## config.mk

```make
export PLATFORM = sky130hd
export DESIGN_NAME = parity_frame_tx
export DESIGN_NICKNAME = d
export VERILOG_FILES = /design/src/rtl/parity_pkg.sv /design/src/rtl/parity_frame_tx.sv
export SDC_FILE = /design/constraint.sdc
export NUM_CORES = 1
export LEC_CHECK = 0
export ABC_AREA = 0
export CAP_MARGIN = 20
export CORE_MARGIN = 5
export CORE_UTILIZATION = 45
export CTS_CLUSTER_SIZE = 8
export DETAILED_ROUTE_END_ITERATION = 16
export PLACE_DENSITY = 0.72
export SYNTH_ARGS = -nofsm -noshare
export SYNTH_HDL_FRONTEND = slang
export SYNTH_SLANG_ARGS = --single-unit
```

## constraint.sdc

```tcl
create_clock -name clk -period 3.6 [get_ports clk]
set_input_delay 0.54 -clock clk [delete_from_list [all_inputs] [get_ports clk]]
set_output_delay 0.54 -clock clk [all_outputs]
set_load 0.03 [all_outputs]
```

## src/rtl/parity_pkg.sv

```systemverilog
`default_nettype none
// ============================================================================
//  Module      : parity_pkg
//  Description : Shared definitions for the serial parity link. Holds the
//                frame FSM state encoding, the parity polarity constants and
//                a helper that computes the parity bit for a frame. Both the
//                transmitter and the receiver side import this package.
//  Contents    : state_t      - frame FSM state encoding (2 bits)
//                PAR_EVEN     - polarity constant for even parity
//                PAR_ODD      - polarity constant for odd parity
//                MAX_WIDTH    - widest data word the link supports
//                frame_parity - parity bit for a word under a polarity
//  Revision    : 1.0 - initial release
// ============================================================================
package parity_pkg;

    // Frame state machine encoding, shared with the receiver.
    typedef enum logic [1:0] {
        ST_IDLE   = 2'd0,
        ST_DATA   = 2'd1,
        ST_PARITY = 2'd2
    } state_t;

    // Parity polarity selectors.
    localparam logic PAR_EVEN = 1'b0;
    localparam logic PAR_ODD  = 1'b1;

    // Widest data word a frame may carry.
    localparam int MAX_WIDTH = 32;

    // Parity bit that makes the total count of ones in the frame (data plus
    // parity) even (polarity = PAR_EVEN) or odd (polarity = PAR_ODD).
    // Narrower words are zero-extended by the caller; zero bits do not
    // change the reduction, so one 32-bit helper serves every width.
    function automatic logic frame_parity(
        input logic [MAX_WIDTH-1:0] data,
        input logic                 polarity
    );
        return (^data) ^ polarity;
    endfunction

endpackage : parity_pkg
`default_nettype wire

```

## src/rtl/parity_frame_tx.sv

```systemverilog
`default_nettype none
// ============================================================================
//  Module      : parity_frame_tx
//  Description : Serial parity-frame transmitter. Accepts a WIDTH-bit word
//                over a valid/ready handshake and sends it LSB-first, one bit
//                per bit strobe, followed by a single parity bit. Frames may
//                be sent back-to-back with no idle gap.
//  Parameters  : WIDTH       - data bits per frame (2..32)
//                ODD_PARITY  - 0: even parity, 1: odd parity
//  Ports       : clk         - system clock, rising edge
//                rst         - asynchronous active-high reset
//                din         - word to transmit, sampled on the accept edge
//                din_valid   - din holds a word to send
//                din_ready   - block can accept a word this cycle
//                bit_en      - bit-rate strobe; serial output advances on it
//                x_out       - serial bit
//                x_valid     - x_out carries a frame bit
//                frame_start - data bit 0 is on x_out
//                frame_end   - parity bit is on x_out
//                busy        - a frame is in progress
//  Revision    : 1.0 - initial release
// ============================================================================
module parity_frame_tx
    import parity_pkg::*;
#(
    parameter int WIDTH      = 8,
    parameter int ODD_PARITY = 0
) (
    input  logic             clk,
    input  logic             rst,
    input  logic [WIDTH-1:0] din,
    input  logic             din_valid,
    output logic             din_ready,
    input  logic             bit_en,
    output logic             x_out,
    output logic             x_valid,
    output logic             frame_start,
    output logic             frame_end,
    output logic             busy
);

    // ------------------------------------------------------------------------
    // Constants
    // ------------------------------------------------------------------------
    // Index counter width; it only ever needs to reach WIDTH-1.
    localparam int                 c_IDX_W    = (WIDTH > 1) ? $clog2(WIDTH) : 1;
    localparam logic [c_IDX_W-1:0] c_IDX_LAST = c_IDX_W'(WIDTH - 1);
    localparam logic               c_POLARITY = (ODD_PARITY != 0) ? PAR_ODD : PAR_EVEN;

    // ------------------------------------------------------------------------
    // State and datapath registers
    // ------------------------------------------------------------------------
    state_t             r_state;
    logic [WIDTH-1:0]   r_shreg;    // remaining data bits, next bit in [0]
    logic [c_IDX_W-1:0] r_idx;      // index of the data bit on the line
    logic               r_par;      // parity bit of the frame in flight

    // ------------------------------------------------------------------------
    // Combinational signals
    // ------------------------------------------------------------------------
    state_t w_state_nxt;
    logic   w_accept;               // word taken on the coming edge
    logic   w_shift;                // data bit advances on the coming edge
    logic   w_par_load;             // parity of the word being accepted

    assign w_accept   = din_valid && din_ready;
    assign w_shift    = (r_state == ST_DATA) && bit_en;
    assign w_par_load = frame_parity(MAX_WIDTH'(din), c_POLARITY);

    // ------------------------------------------------------------------------
    // Next-state and output decode
    //
    // Every serial output is decoded from registered state only, so din,
    // din_valid and bit_en never reach x_out/x_valid/frame_* combinationally.
    // din_ready is the single exception: in ST_PARITY it follows bit_en so
    // that the next word is taken exactly on the edge that retires the
    // parity bit, giving back-to-back frames with no idle cycle.
    // ------------------------------------------------------------------------
    always_comb begin
        w_state_nxt = r_state;
        din_ready   = 1'b0;
        x_out       = 1'b0;
        x_valid     = 1'b0;
        frame_start = 1'b0;
        frame_end   = 1'b0;
        busy        = 1'b0;

        case (r_state)
            ST_IDLE: begin
                // A load never waits for a strobe.
                din_ready = 1'b1;
                if (din_valid) begin
                    w_state_nxt = ST_DATA;
                end
            end

            ST_DATA: begin
                x_out       = r_shreg[0];
                x_valid     = 1'b1;
                frame_start = (r_idx == '0);
                busy        = 1'b1;
                if (bit_en && (r_idx == c_IDX_LAST)) begin
                    w_state_nxt = ST_PARITY;
                end
            end

            ST_PARITY: begin
                x_out     = r_par;
                x_valid   = 1'b1;
                frame_end = 1'b1;
                busy      = 1'b1;
                din_ready = bit_en;
                if (bit_en) begin
                    w_state_nxt = din_valid ? ST_DATA : ST_IDLE;
                end
            end

            default: begin
                // Unreachable encoding: present idle outputs, refuse any
                // word, and fall back to ST_IDLE on the next edge.
                w_state_nxt = ST_IDLE;
            end
        endcase
    end

    // ------------------------------------------------------------------------
    // State and datapath registers
    //
    // An accept always wins over a shift: in ST_PARITY the shift path is
    // idle anyway, and in ST_IDLE there is nothing to shift. The index keeps
    // counting past WIDTH-1 on the transition into ST_PARITY; that value is
    // never read because the shift register is only observed in ST_DATA.
    // ------------------------------------------------------------------------
    always_ff @(posedge clk or posedge rst) begin
        if (rst) begin
            r_state <= ST_IDLE;
            r_shreg <= '0;
            r_idx   <= '0;
            r_par   <= 1'b0;
        end else begin
            r_state <= w_state_nxt;
            if (w_accept) begin
                r_shreg <= din;
                r_idx   <= '0;
                r_par   <= w_par_load;
            end else if (w_shift) begin
                r_shreg <= {1'b0, r_shreg[WIDTH-1:1]};
                r_idx   <= r_idx + c_IDX_W'(1);
            end
        end
    end

endmodule : parity_frame_tx
`default_nettype wire

```

; ---- Yosys cells after proc, flatten, opt, wreduce, memory -nomap -nowiden
; Index checks and enable logic that the tools add are counted.
; W data, S select, Z words.
[totals]
wordCells = 34
out_inout_bits = 6
ff_bits = 14
input_bits = 12
[op_classes]
eq_ne = 6
n_reduce_logical = 9
addsub = 1
mux = 14
[ops]
columns = cell, n
row1 = $reduce_xor A32 Y1, 1
row2 = $mux W8, 2
row3 = $mux W2, 3
row4 = $mux W3, 2
row5 = $pmux W2 S3, 1
row6 = $mux W1, 4
row7 = $ne A2 B2 Y1 const B, 2
row8 = $pmux W1 S2, 2
row9 = $add A3 B1 Y3 const B, 1
row10 = $eq A3 B3 Y1 const B, 1
row11 = $logic_and A1 B1 Y1, 3
row12 = $logic_not A3 Y1, 1
row13 = $reduce_and A3 Y1, 1
row14 = $eq A2 B1 Y1 const B, 1
row15 = $eq A2 B2 Y1 const B, 1
row16 = $logic_not A2 Y1, 1
row17 = $ne A2 B1 Y1 const B, 1
row18 = $reduce_bool A2 Y1, 1
row19 = $reduce_or A2 Y1, 1

; ---- Depth between registers and ports, before layout
; Gate-level depths: netlist of the first run.
[depth]
depth_word = 4
depth_mapped = 8
depth_no_buf = 6

; ---- Least setup slack after synthesis of the first run
; Ideal clock, no wire load.
[synth_timing]
kind = reg2out
startpoint = register r_state[0]
endpoint = output x_out
arrival_time_ns = 1.478
n_path_buf = 0
slack_ns = 1.582
path_stages_with_launch = 5
t_required_ns = 3.060
path_cell_list = dfrtp_1 -> inv_1 -> ha_1 -> a22oi_1 -> nor2b_1
[synth_between]
elab_chain_cells = 2
elab_cells_between_ends = 3
classes_between = eq/ne (2) / mux (1)
[synth_lines]
columns = item, line
row1 = "start, declared", parity_frame_tx.sv:53  ; state_t r_state;
row2 = "start signal, assigned", parity_frame_tx.sv:141  ; r_state <= w_state_nxt;
row3 = $eq A2 B2 Y1 / $eq A2 B1 Y1 (equally long branches), parity_frame_tx.sv:88  ; case (r_state)
row4 = $pmux W1 S2 *, parity_frame_tx.sv:88
row5 = "end, declared", parity_frame_tx.sv:35  ; output logic x_out,
; Mark *: on every way between the ends. The rest lies on a longest branch, timed or not.

; ---- Worst setup path in the final report of the first run
[layout_timing]
startpoint = register r_state[1]
endpoint = output x_out
; The elaborated chain is that of the path after synthesis.

==> qor.json, run 1 <==
{
  "run_status": {"value": "complete, no violations"},
  "drtIter0Drc": {"value": 6},
  "ys_ff_latch": {"value": 14},
  "fmax": {"value": 393, "unit": "MHz"},
  "power.leakage": {"value": 0.000512, "unit": "µW"},
  "portBuffers": {"value": 17},
  "finalSetupViolations": {"value": 0},
  "path_clk_slew": {"value": 0.08, "unit": "ns"},
  "power-per-cell-area": {"value": 829, "unit": "nW/µm²"},
  "grt_first_pass_wirelength": {"value": 2630, "unit": "µm"},
  "synth.largest_area_cell": {"value": "sky130_fd_sc_hd__dfrtp_1"},
  "drt-wirelength-per-cell": {"value": 12.1, "unit": "µm"},
  "cts_max_level": {"value": 1},
  "timing.critical_path.to_type": {"value": "output port"},
  "yosys-top-cells-area": {"value": "sky130_fd_sc_hd__dfrtp_1 (41%), sky130_fd_sc_hd__ha_1 (12%), sky130_fd_sc_hd__mux2i_1 (8.1%)"},
  "mappedNetlistArea": {"value": 863, "unit": "µm²"},
  "layout.cells.most_common": {"value": "sky130_fd_sc_hd__clkdlybuf4s50_1"},
  "crit_path_start": {"value": "r_state[1]$_DFFE_PP0P_"},
  "worstPathArrival": {"value": 2.01, "unit": "ns"},
  "share_of_the_synthesized_area_in_the_top_cell_type": {"value": 0.406},
  "io_pins": {"value": 18},
  "cts.root.buffer_cell": {"value": "sky130_fd_sc_hd__clkbuf_4"},
  "r2r_setup_slack": {"value": 1.92, "unit": "ns"},
  "initial_antenna_violation_count": {"value": 0},
  "num_antenna_cells": {"value": 0},
  "cts_max_path_buffers": {"value": 2},
  "finalNetCount": {"value": 127},
  "postLayoutSetupSlackWorst": {"value": 1.05, "unit": "ns"},
  "drt_pass1_iterations": {"value": 3},
  "gr-total-overflow": {"value": 0},
  "die_extent_in_y": {"value": 53.8, "unit": "µm"},
  "cts_num_sinks": {"value": 14},
  "cts_tree": {"value": "done"},
  "cp_max_fo": {"value": 7},
  "hold_path_class": {"value": "register to register"},
  "fin_crit": {"value": 2.55, "unit": "ns"},
  "cts_inserted_buffers": {"value": 3},
  "slew_viol_final": {"value": 0},
  "initial_core_util": {"value": 0.484},
  "postSynthNetCount": {"value": 109},
  "place_hpwl": {"value": 1260, "unit": "µm"},
  "floorplan_core_area": {"value": 1780, "unit": "µm²"},
  "avgSynthCellArea": {"value": 9.70, "unit": "µm²"},
  "finalCritPeriodShare": {"value": 0.707},
  "cts_repair_resize_count": {"value": 0},
  "slew_headroom": {"value": 0.640},
  "remaining_drc_errors": {"value": 0},
  "worst-endpoint-required": {"value": 3.06, "unit": "ns"},
  "final.setup.tns": {"value": 0, "unit": "ns"},
  "post_cts_buffers": {"value": 0},
  "die_outline_area": {"value": 2890, "unit": "µm²"},
  "place.gp.congestion": {"value": 0.826},
  "number_of_instances_in_the_synthesized_netlist": {"value": 89},
  "setup_repair_after_global_routing_missed_its_margin": {"value": "false"},
  "worst-slew-pin-transition": {"value": 0.540, "unit": "ns"},
  "hold_violations": {"value": 0},
  "route.detailed.vias_per_inst": {"value": 4.85},
  "clock-skew-final": {"value": 0.00162, "unit": "ns"},
  "chipWidth": {"value": 53.8, "unit": "µm"},
  "post-route-util": {"value": 0.596},
  "synth-warning-count": {"value": 0},
  "area_growth": {"value": 23.0, "unit": "%"},
  "seq_area_frac_synth": {"value": 0.406},
  "vdd_ir_drop_max": {"value": 327, "unit": "µV"},
  "placementRows": {"value": 15},
  "route.antenna.remaining_nets": {"value": 0},
  "grt_usage": {"value": 0.128},
  "num_vias": {"value": 636},
  "mostFrequentLayoutCells": {"value": "sky130_fd_sc_hd__clkdlybuf4s50_1 (17), sky130_fd_sc_hd__nand2_1 (15), sky130_fd_sc_hd__dfrtp_1 (14)"},
  "via_count_of_the_first_global_routing_pass": {"value": 635},
  "clock_insertion_delay_worst_skew": {"value": 0.28, "unit": "ns"},
  "place_ws": {"value": 1.12, "unit": "ns"},
  "routed_wl": {"value": 1590, "unit": "µm"},
  "cts.hold.buffers_added": {"value": 0},
  "maxCapViolCount": {"value": 0},
  "post_route_cells_drive_above_1_share": {"value": 0.0755},
  "rr_worst_depth": {"value": 5},
  "worst_r2r_startpoint": {"value": "r_state[1]$_DFFE_PP0P_"},
  "worst_setup_path_end": {"value": "x_out"},
  "grt_start_max_net_pins": {"value": 19},
  "post_synth_num_cell_types": {"value": 20},
  "worstSetupPathType": {"value": "register to output port"},
  "cp-start-kind": {"value": "register"},
  "r2r_path_end": {"value": "r_shreg[4]$_DFFE_PP0P_"}
}
routing by layer:
metal,wire length [µm],GRT usage
met5,0,0
met4,10,0.0383
met3,78,0.0526
met2,820,0.230
met1,675,0.136
report_power, final:
part           switching (µW)  internal [µW]
combinational             276            220
clock                    50.1           61.5
sequential               44.8            228
layout make-up:
| type | instances | area (µm²) |
|---|---|---|
| sequential | 14 | 350 |
| tap | 25 | 31.3 |
| timing repair buffer | 17 | 170 |
| fill | 159 | 721 |
| inverter | 6 | 22.5 |
| clock buffer | 4 | 36.3 |
| multi-input combinational | 65 | 452 |
worst min-delay path by stage:
stage | depth (start not counted) | start | endpoint
floorplan | 1 | rst | r_idx[0]$_DFFE_PP0P_
global placement | 2 | r_par$_DFFE_PP0P_ | r_par$_DFFE_PP0P_
detailed placement | 2 | r_par$_DFFE_PP0P_ | r_par$_DFFE_PP0P_
CTS | 2 | r_par$_DFFE_PP0P_ | r_par$_DFFE_PP0P_
global route | 2 | r_par$_DFFE_PP0P_ | r_par$_DFFE_PP0P_
finish | 2 | r_par$_DFFE_PP0P_ | r_par$_DFFE_PP0P_
state kept, by name, summed over array words and instances (netlist names):
signal and cells:
r_idx 3, r_par 1, r_shreg 8, r_state 2
kinds of logic after synthesis:
| logic type | share of synthesized area |
|---|---|
| buffers and inverters | 0.0710 |
| muxes | 0.107 |
| AOI/OAI and AO/OA | 0.0942 |
| xor gates and xnor gates | 0.0812 |
| DFF | 0.406 |
| and+or+nand+nor | 0.125 |
| adders and majority gates | 0.116 |
cell usage after synthesis:
master and count:
sky130_fd_sc_hd__buf_6 1, sky130_fd_sc_hd__nor2b_1 1, sky130_fd_sc_hd__xnor2_1 8, sky130_fd_sc_hd__inv_1 6, sky130_fd_sc_hd__o21ai_0 8, sky130_fd_sc_hd__buf_8 1
sky130_fd_sc_hd__mux2i_1 7, sky130_fd_sc_hd__buf_2 1, sky130_fd_sc_hd__a21o_2 1, sky130_fd_sc_hd__a22oi_1 1, sky130_fd_sc_hd__and2_4 1, sky130_fd_sc_hd__ha_1 8
sky130_fd_sc_hd__nand2b_1 1, sky130_fd_sc_hd__buf_4 1, sky130_fd_sc_hd__nand3_1 3, sky130_fd_sc_hd__dfrtp_1 14, sky130_fd_sc_hd__a21oi_1 5, sky130_fd_sc_hd__mux2_2 2
sky130_fd_sc_hd__nor2_1 4, sky130_fd_sc_hd__nand2_1 15
critical path, stage by stage (launching register included):
cell and delay (ns):
sky130_fd_sc_hd__dfrtp_1 0.42, sky130_fd_sc_hd__inv_1 0.11, sky130_fd_sc_hd__ha_1 0.29, sky130_fd_sc_hd__a22oi_1 0.11, sky130_fd_sc_hd__nor2b_1 0.12, sky130_fd_sc_hd__clkdlybuf4s50_1 0.68
through the flow:
step / cell area (µm²) / hold slack (ns) / std cells / power, µW
CTS: 1060 / 0.496 / 131 / 893
global placement: 1030 / 0.468 / 127 / 759
detailed placement: 1030 / 0.476 / 127 / 779
global route: 1060 / 0.544 / 131 / 946
finish: 1060 / 0.495 / 131 / 880
floorplan: 863 / 0.429 / 89 / 652
Note: power is estimated with default switching activity, not from simulation.
==> run 2, diff against run 1 <==
- CORE_UTILIZATION: 45 -> 44
- PLACE_DENSITY: 0.72 -> 0.73
- clock period: 3.6 -> 2.3 ns (I/O delays scaled with it)
==> run 2 against run 1 <==
Count of clock-buffer cells in the layout stayed put. Via count stayed put. Die area is 1.8% higher. Largest power group unchanged. Critical path type unchanged.
==> qor.json, run 2 (synthesis gave the netlist of run 1 again) <==
{
  "run_status": {"value": "complete, no violations"},
  "num_antenna_cells": {"value": 0, "change": "unchanged"},
  "route.antenna.remaining_nets": {"value": 0, "change": "unchanged"},
  "gr-total-overflow": {"value": 0, "change": "unchanged"},
  "worst-slew-pin-transition": {"value": 0.534, "unit": "ns", "change": "-0.00623 ns"},
  "place.gp.congestion": {"value": 0.725, "change": "-12%"},
  "initial_antenna_violation_count": {"value": 0, "change": "unchanged"},
  "cts.root.buffer_cell": {"value": "sky130_fd_sc_hd__clkbuf_4"},
  "registers.top_by_ff_count": {"value": "r_shreg"},
  "grt.met1_usage": {"value": 0.150, "change": "+0.0139"},
  "place_hpwl": {"value": 1240, "unit": "µm", "change": "-1.5%"},
  "drtIter0Drc": {"value": 6, "change": "unchanged"},
  "grt_util_met3": {"value": 0.0272, "change": "-0.0254"},
  "grt_usage": {"value": 0.124, "change": "-0.00406"},
  "clock-skew-final": {"value": 0.00222, "unit": "ns", "change": "+0.000596 ns"},
  "grt_start_max_net_pins": {"value": 19, "change": "unchanged"},
  "grt_first_pass_wirelength": {"value": 2690, "unit": "µm", "change": "+2.4%"},
  "cts_inserted_buffers": {"value": 3, "change": "unchanged"},
  "r2r_path_end": {"value": "r_shreg[6]$_DFFE_PP0P_"},
  "mostFrequentLayoutCells": {"value": "sky130_fd_sc_hd__nand2_1 (15), sky130_fd_sc_hd__clkdlybuf4s50_1 (14), sky130_fd_sc_hd__dfrtp_1 (14)"},
  "place_ws": {"value": 0.217, "unit": "ns", "change": "-0.905 ns"},
  "post_route_cells_drive_above_1_share": {"value": 0.0755, "change": "unchanged"},
  "area_growth": {"value": 23.8, "unit": "%"},
  "num_vias": {"value": 636, "change": "unchanged"},
  "cp-start-kind": {"value": "register"},
  "finalCritPeriodShare": {"value": 0.926},
  "vdd_ir_drop_max": {"value": 687, "unit": "µV", "change": "+110%"},
  "fmax": {"value": 469, "unit": "MHz"},
  "top_regs": {"value": "r_shreg (8), r_idx (3), r_state (2)"},
  "drt_pass1_iterations": {"value": 4, "change": "+1"},
  "layout.cells.most_common": {"value": "sky130_fd_sc_hd__nand2_1"},
  "finalNetCount": {"value": 127, "change": "unchanged"},
  "route.detailed.vias_per_inst": {"value": 4.78, "change": "-1.5%"},
  "rr_worst_depth": {"value": 5, "change": "unchanged"},
  "worstSetupPathType": {"value": "register to output port"},
  "placementRows": {"value": 16, "change": "+1"},
  "cts_num_sinks": {"value": 14, "change": "unchanged"},
  "global_route.usage.met2": {"value": 0.219, "change": "-0.0107"},
  "worst_setup_path_end": {"value": "busy"},
  "drt-wirelength-per-cell": {"value": 11.4, "unit": "µm", "change": "-6.0%"},
  "largest_register_ff_count": {"value": 8, "change": "unchanged"},
  "io_pins": {"value": 18, "change": "unchanged"},
  "cp_max_fo": {"value": 5, "change": "-2"},
  "cts_tree": {"value": "done"},
  "die_extent_in_y": {"value": 54.3, "unit": "µm", "change": "+0.92%"},
  "worstPathArrival": {"value": 1.79, "unit": "ns", "change": "-0.22 ns"},
  "cts_max_path_buffers": {"value": 2, "change": "unchanged"},
  "postLayoutSetupSlackWorst": {"value": 0.170, "unit": "ns", "change": "-0.885 ns"},
  "hold_violations": {"value": 0, "change": "unchanged"},
  "via_count_of_the_first_global_routing_pass": {"value": 667, "change": "+5.0%"},
  "setup_repair_after_global_routing_missed_its_margin": {"value": "false"},
  "remaining_drc_errors": {"value": 0, "change": "unchanged"},
  "worst-endpoint-required": {"value": 1.96, "unit": "ns", "change": "-1.10 ns"},
  "power.leakage": {"value": 0.000541, "unit": "µW", "change": "+5.7%"},
  "post_cts_buffers": {"value": 0, "change": "unchanged"},
  "routed_wl": {"value": 1510, "unit": "µm", "change": "-4.6%"},
  "maxCapViolCount": {"value": 0, "change": "unchanged"},
  "layer_carrying_the_most_global_route_usage": {"value": "met2"},
  "cts_max_level": {"value": 1, "change": "unchanged"},
  "finalSetupViolations": {"value": 0, "change": "unchanged"},
  "slew_viol_final": {"value": 0, "change": "unchanged"},
  "chipWidth": {"value": 54.3, "unit": "µm", "change": "+0.92%"},
  "floorplan_core_area": {"value": 1920, "unit": "µm²", "change": "+7.8%"},
  "power-per-cell-area": {"value": 1270, "unit": "nW/µm²", "change": "+53%"},
  "portBuffers": {"value": 17, "change": "unchanged"},
  "hold_path_class": {"value": "input port to asynchronous set/reset pin"},
  "cts_repair_resize_count": {"value": 1, "change": "+1"},
  "final.setup.tns": {"value": 0, "unit": "ns", "change": "unchanged"},
  "r2r_setup_slack": {"value": 0.64, "unit": "ns", "change": "-1.28 ns"},
  "worst_r2r_startpoint": {"value": "r_state[1]$_DFFE_PP0P_"},
  "fin_crit": {"value": 2.13, "unit": "ns"},
  "die_outline_area": {"value": 2950, "unit": "µm²", "change": "+1.8%"},
  "crit_path_start": {"value": "r_state[0]$_DFFE_PP0P_"},
  "path_clk_slew": {"value": 0.08, "unit": "ns", "change": "about the same"},
  "clock_insertion_delay_worst_skew": {"value": 0.27, "unit": "ns", "change": "about the same"},
  "timing.critical_path.to_type": {"value": "output port"},
  "cts.hold.buffers_added": {"value": 0, "change": "unchanged"},
  "slew_headroom": {"value": 0.643, "change": "+0.00369"},
  "initial_core_util": {"value": 0.449, "change": "-0.0350"}
}
-- run 2: cell count changes in the layout (fill, tap and decap cells not counted) --
cell,previous run,this run
sky130_fd_sc_hd__clkdlybuf4s50_1,17,14
sky130_fd_sc_hd__dlymetal6s2s_1,0,2
sky130_fd_sc_hd__dlygate4sd2_1,0,1
-- run 2: worst min-delay path by stage --
| stage | startpoint | to | slack (ns) | cells after the start |
|---|---|---|---|---|
| 6_report | rst | r_shreg[5]$_DFFE_PP0P_ | 0.40 | 2 |
| 5_1_grt | rst | r_shreg[2]$_DFFE_PP0P_ | 0.43 | 2 |
| 4_1_cts | rst | r_shreg[3]$_DFFE_PP0P_ | 0.42 | 2 |
| 3_5_place_dp | r_par$_DFFE_PP0P_ | r_par$_DFFE_PP0P_ | 0.51 | 2 |
| 3_3_place_gp | r_par$_DFFE_PP0P_ | r_par$_DFFE_PP0P_ | 0.47 | 2 |
| 2_1_floorplan | rst | r_idx[0]$_DFFE_PP0P_ | 0.23 | 1 |
-- run 2: final cells by class --
cell class / count / area [µm²]
tap: 27 / 33.8
inverter: 6 / 22.5
timing repair buffer: 17 / 174
fill: 187 / 853
clock buffer: 4 / 36.3
sequential: 14 / 350
multi-input combinational: 65 / 452
-- run 2: through the flow --
step / hold WS [ns] / total power, µW / area, µm² / instances / utilization
floorplan: 0.234 / 1020 / 863 / 89 / -
global placement: 0.469 / 1180 / 1030 / 129 / 0.535
detailed placement: 0.506 / 1210 / 1030 / 129 / 0.535
CTS: 0.416 / 1380 / 1060 / 133 / 0.553
global route: 0.433 / 1480 / 1070 / 133 / 0.556
finish: 0.396 / 1360 / 1070 / 133 / 0.556
-- run 2: where the power goes --
group          total [µW]  leakage (µW)  internal, µW  switching, µW
combinational         756      0.000343           337            420
sequential            429      0.000177           357           72.1
clock                 170     0.0000210          96.1           74.1
-- run 2: metal layers --
| metal | up-vias | share of wire |
|---|---|---|
| li1 | 325 | - |
| met1 | 290 | 0.45 |
| met2 | 19 | 0.49 |
| met3 | 2 | 0.051 |
| met4 | 0 | 0.0073 |
| met5 | - | 0 |
-- run 2: worst max-delay path, cell delays in order (launching register included) --
cell and delay (ns):
sky130_fd_sc_hd__dfrtp_1 0.42, sky130_fd_sc_hd__inv_1 0.08, sky130_fd_sc_hd__ha_1 0.32, sky130_fd_sc_hd__clkdlybuf4s50_1 0.68
==> run 3, diff against run 2 <==
- CORE_UTILIZATION: 44 -> 29
- PLACE_DENSITY: 0.73 -> not set
==> run 3 against run 2 <==
Sequential cell count is the same. Routed wire length grew 6.9%. Combinational power grew 1%. Setup slack lost 0.027 ns. Via count shrank 2.4%. Count of clock-buffer cells in the layout shrank 1. Critical path depth is the same. Clock power shrank 21%. Sequential power is essentially flat. Critical path type unchanged. Critical endpoint unchanged. Largest power group unchanged.
==> qor.json, run 3 (synthesis gave the netlist of run 1 again) <==
{
  "clock_insertion_delay_worst_skew": {"value": 0.28, "unit": "ns", "change": "about the same"},
  "cts_tree": {"value": "done"},
  "crit_path_start": {"value": "r_state[0]$_DFFE_PP0P_"},
  "fin_crit": {"value": 2.16, "unit": "ns", "change": "+0.0274 ns"},
  "die_extent_in_y": {"value": 64.6, "unit": "µm", "change": "+19%"},
  "cts_inserted_buffers": {"value": 3, "change": "unchanged"},
  "portBuffers": {"value": 17, "change": "unchanged"},
  "place.gp.congestion": {"value": 0.723, "change": "-0.17%"},
  "mostFrequentLayoutCells": {"value": "sky130_fd_sc_hd__nand2_1 (15), sky130_fd_sc_hd__clkdlybuf4s50_1 (14), sky130_fd_sc_hd__dfrtp_1 (14)"},
  "cp_num_cells": {"value": 3, "change": "unchanged"},
  "finalCritPeriodShare": {"value": 0.938, "change": "+0.0119"},
  "path_clk_slew": {"value": 0.08, "unit": "ns", "change": "about the same"},
  "route.antenna.remaining_nets": {"value": 0, "change": "unchanged"},
  "maxCapViolCount": {"value": 0, "change": "unchanged"},
  "layout.cells.most_common": {"value": "sky130_fd_sc_hd__nand2_1"},
  "post_cts_buffers": {"value": 0, "change": "unchanged"},
  "worstSetupPathType": {"value": "register to output port"},
  "setup_repair_after_global_routing_missed_its_margin": {"value": "false"},
  "slew_viol_final": {"value": 0, "change": "unchanged"},
  "num_vias": {"value": 621, "change": "-2.4%"},
  "route.layer.met1.wl": {"value": 768, "unit": "µm", "change": "+14%"},
  "rr_worst_depth": {"value": 5, "change": "unchanged"},
  "met2RoutedLength": {"value": 758, "unit": "µm", "change": "+1.3%"},
  "worstPathCellList": {"value": "inv_1 -> ha_1 -> clkdlybuf4s50_1"},
  "floorplan_core_area": {"value": 2810, "unit": "µm²", "change": "+46%"},
  "timing.critical_path.to_type": {"value": "output port"},
  "drt-wirelength-per-cell": {"value": 11.9, "unit": "µm", "change": "+4.5%"},
  "run_status": {"value": "complete, no violations"},
  "critical_path_buf_inv_count": {"value": 2, "change": "unchanged"},
  "chipWidth": {"value": 64.6, "unit": "µm", "change": "+19%"},
  "place_ws": {"value": 0.190, "unit": "ns", "change": "-0.0268 ns"},
  "routed_wl": {"value": 1620, "unit": "µm", "change": "+6.9%"},
  "design_power": {"value": 1330, "unit": "µW", "change": "-2.2%"},
  "worst_r2r_startpoint": {"value": "r_state[1]$_DFFE_PP0P_"},
  "vdd_ir_drop_max": {"value": 378, "unit": "µV", "change": "-45%"},
  "registers.top_by_ff_count": {"value": "r_shreg"},
  "die_outline_area": {"value": 4170, "unit": "µm²", "change": "+41%"},
  "cts_max_level": {"value": 1, "change": "unchanged"},
  "slew_headroom": {"value": 0.638, "change": "-0.00552"},
  "area_growth": {"value": 22.8, "unit": "%"},
  "num_antenna_cells": {"value": 0, "change": "unchanged"},
  "drtIter0Drc": {"value": 13, "change": "+7"},
  "hold_violations": {"value": 0, "change": "unchanged"},
  "crit_path_top_delay_cell": {"value": "sky130_fd_sc_hd__clkdlybuf4s50_1"},
  "top_regs": {"value": "r_shreg (8), r_idx (3), r_state (2)"},
  "gr-total-overflow": {"value": 0, "change": "unchanged"},
  "cts_max_path_buffers": {"value": 2, "change": "unchanged"},
  "finalSetupViolations": {"value": 0, "change": "unchanged"},
  "power.leakage": {"value": 0.000534, "unit": "µW", "change": "-1.3%"},
  "drt_pass1_iterations": {"value": 3, "change": "-1"},
  "cts.root.buffer_cell": {"value": "sky130_fd_sc_hd__clkbuf_4"},
  "worst-endpoint-required": {"value": 1.96, "unit": "ns", "change": "about the same"},
  "place_hpwl": {"value": 1260, "unit": "µm", "change": "+1.2%"},
  "timing.critical_path.slowest_cell_delay": {"value": 0.70, "unit": "ns", "change": "+0.02 ns"},
  "clock-skew-final": {"value": 0.000864, "unit": "ns", "change": "-0.00136 ns"},
  "placementRows": {"value": 19, "change": "+3"},
  "grt_usage": {"value": 0.0841, "change": "-0.0402"},
  "cp_max_fo": {"value": 5, "change": "unchanged"},
  "worst-slew-pin-transition": {"value": 0.543, "unit": "ns", "change": "+0.00898 ns"},
  "r2r_setup_slack": {"value": 0.62, "unit": "ns", "change": "-0.02 ns"},
  "postLayoutSetupSlackWorst": {"value": 0.143, "unit": "ns", "change": "-0.0274 ns"},
  "finalNetCount": {"value": 127, "change": "unchanged"},
  "r2r_path_end": {"value": "r_shreg[6]$_DFFE_PP0P_"},
  "route.detailed.vias_per_inst": {"value": 4.57, "change": "-4.5%"},
  "worst_setup_path_end": {"value": "busy"},
  "initial_core_util": {"value": 0.308, "change": "-0.141"},
  "final.setup.tns": {"value": 0, "unit": "ns", "change": "unchanged"},
  "initial_antenna_violation_count": {"value": 0, "change": "unchanged"},
  "hold_path_class": {"value": "input port to asynchronous set/reset pin"},
  "remaining_drc_errors": {"value": 0, "change": "unchanged"},
  "via_count_of_the_first_global_routing_pass": {"value": 646, "change": "-3.1%"},
  "worstPathArrival": {"value": 1.81, "unit": "ns", "change": "+0.02 ns"},
  "maxUsedRoutingLayer": {"value": "met4"},
  "grt_start_max_net_pins": {"value": 19, "change": "unchanged"},
  "io_pins": {"value": 18, "change": "unchanged"},
  "fmax": {"value": 464, "unit": "MHz", "change": "-1.3%"},
  "cp_top_family": {"value": "buffers and inverters"},
  "cts_num_sinks": {"value": 14, "change": "unchanged"},
  "grt_first_pass_wirelength": {"value": 2680, "unit": "µm", "change": "-0.26%"},
  "post_route_cells_drive_above_1_share": {"value": 0.0667, "change": "-0.00881"},
  "power-per-cell-area": {"value": 1250, "unit": "nW/µm²", "change": "-1.4%"},
  "largest_register_ff_count": {"value": 8, "change": "unchanged"},
  "cp-start-kind": {"value": "register"},
  "wl_met3": {"value": 60, "unit": "µm", "change": "-22%"}
}
[run 3: changes by cell type in the layout (fill, tap and decap cells not counted)]
| cell | before | now |
|---|---|---|
| sky130_fd_sc_hd__clkbuf_8 | 1 | 0 |
[run 3: worst min path at each step]
| stage | start | endpoint | slack [ns] |
|---|---|---|---|
| 6_report | rst | r_shreg[1]$_DFFE_PP0P_ | 0.41 |
| 5_1_grt | rst | r_idx[2]$_DFFE_PP0P_ | 0.46 |
| 2_1_floorplan | rst | r_idx[0]$_DFFE_PP0P_ | 0.23 |
| 4_1_cts | rst | r_idx[0]$_DFFE_PP0P_ | 0.42 |
| 3_5_place_dp | r_shreg[7]$_DFFE_PP0P_ | r_shreg[7]$_DFFE_PP0P_ | 0.51 |
| 3_3_place_gp | r_par$_DFFE_PP0P_ | r_par$_DFFE_PP0P_ | 0.47 |
[run 3: per-layer routing]
metal	up-vias	track usage
met5	-	0
met4	0	0.0633
met3	4	0.0155
met2	14	0.143
met1	280	0.0931
li1	323	-
[run 3: stage by stage]
stage                      util  cells  hold WS (ns)  cell area (µm²)
after floorplan               -     89         0.234              863
after global placement    0.368    133         0.466             1030
after detailed placement  0.368    133         0.505             1030
after CTS                 0.376    136         0.420             1050
after global routing      0.378    136         0.460             1060
final                     0.378    136         0.408             1060
[run 3: power breakdown]
group / internal (µW) / switching, µW / total [µW]
logic: 337 / 428 / 765
clock network: 60.7 / 74.5 / 135
registers: 356 / 69.1 / 426
total: 754 / 572 / 1330
[run 3: cell type report]
cell class                 instances  area (µm²)
inverter                           6        22.5
sequential                        14         350
fill                             310        1750
timing repair buffer              17         174
multi-input combinational         65         452
clock buffer                       3        22.5
tap                               31        38.8
[run 3: timing repair]
action | 4_1_cts | 5_1_grt
pin swaps | 0 | 0
resized for setup | 1 | 2
gates cloned | 0 | 0
setup endpoints to repair | 1 | 2
hold buffers | 0 | 0
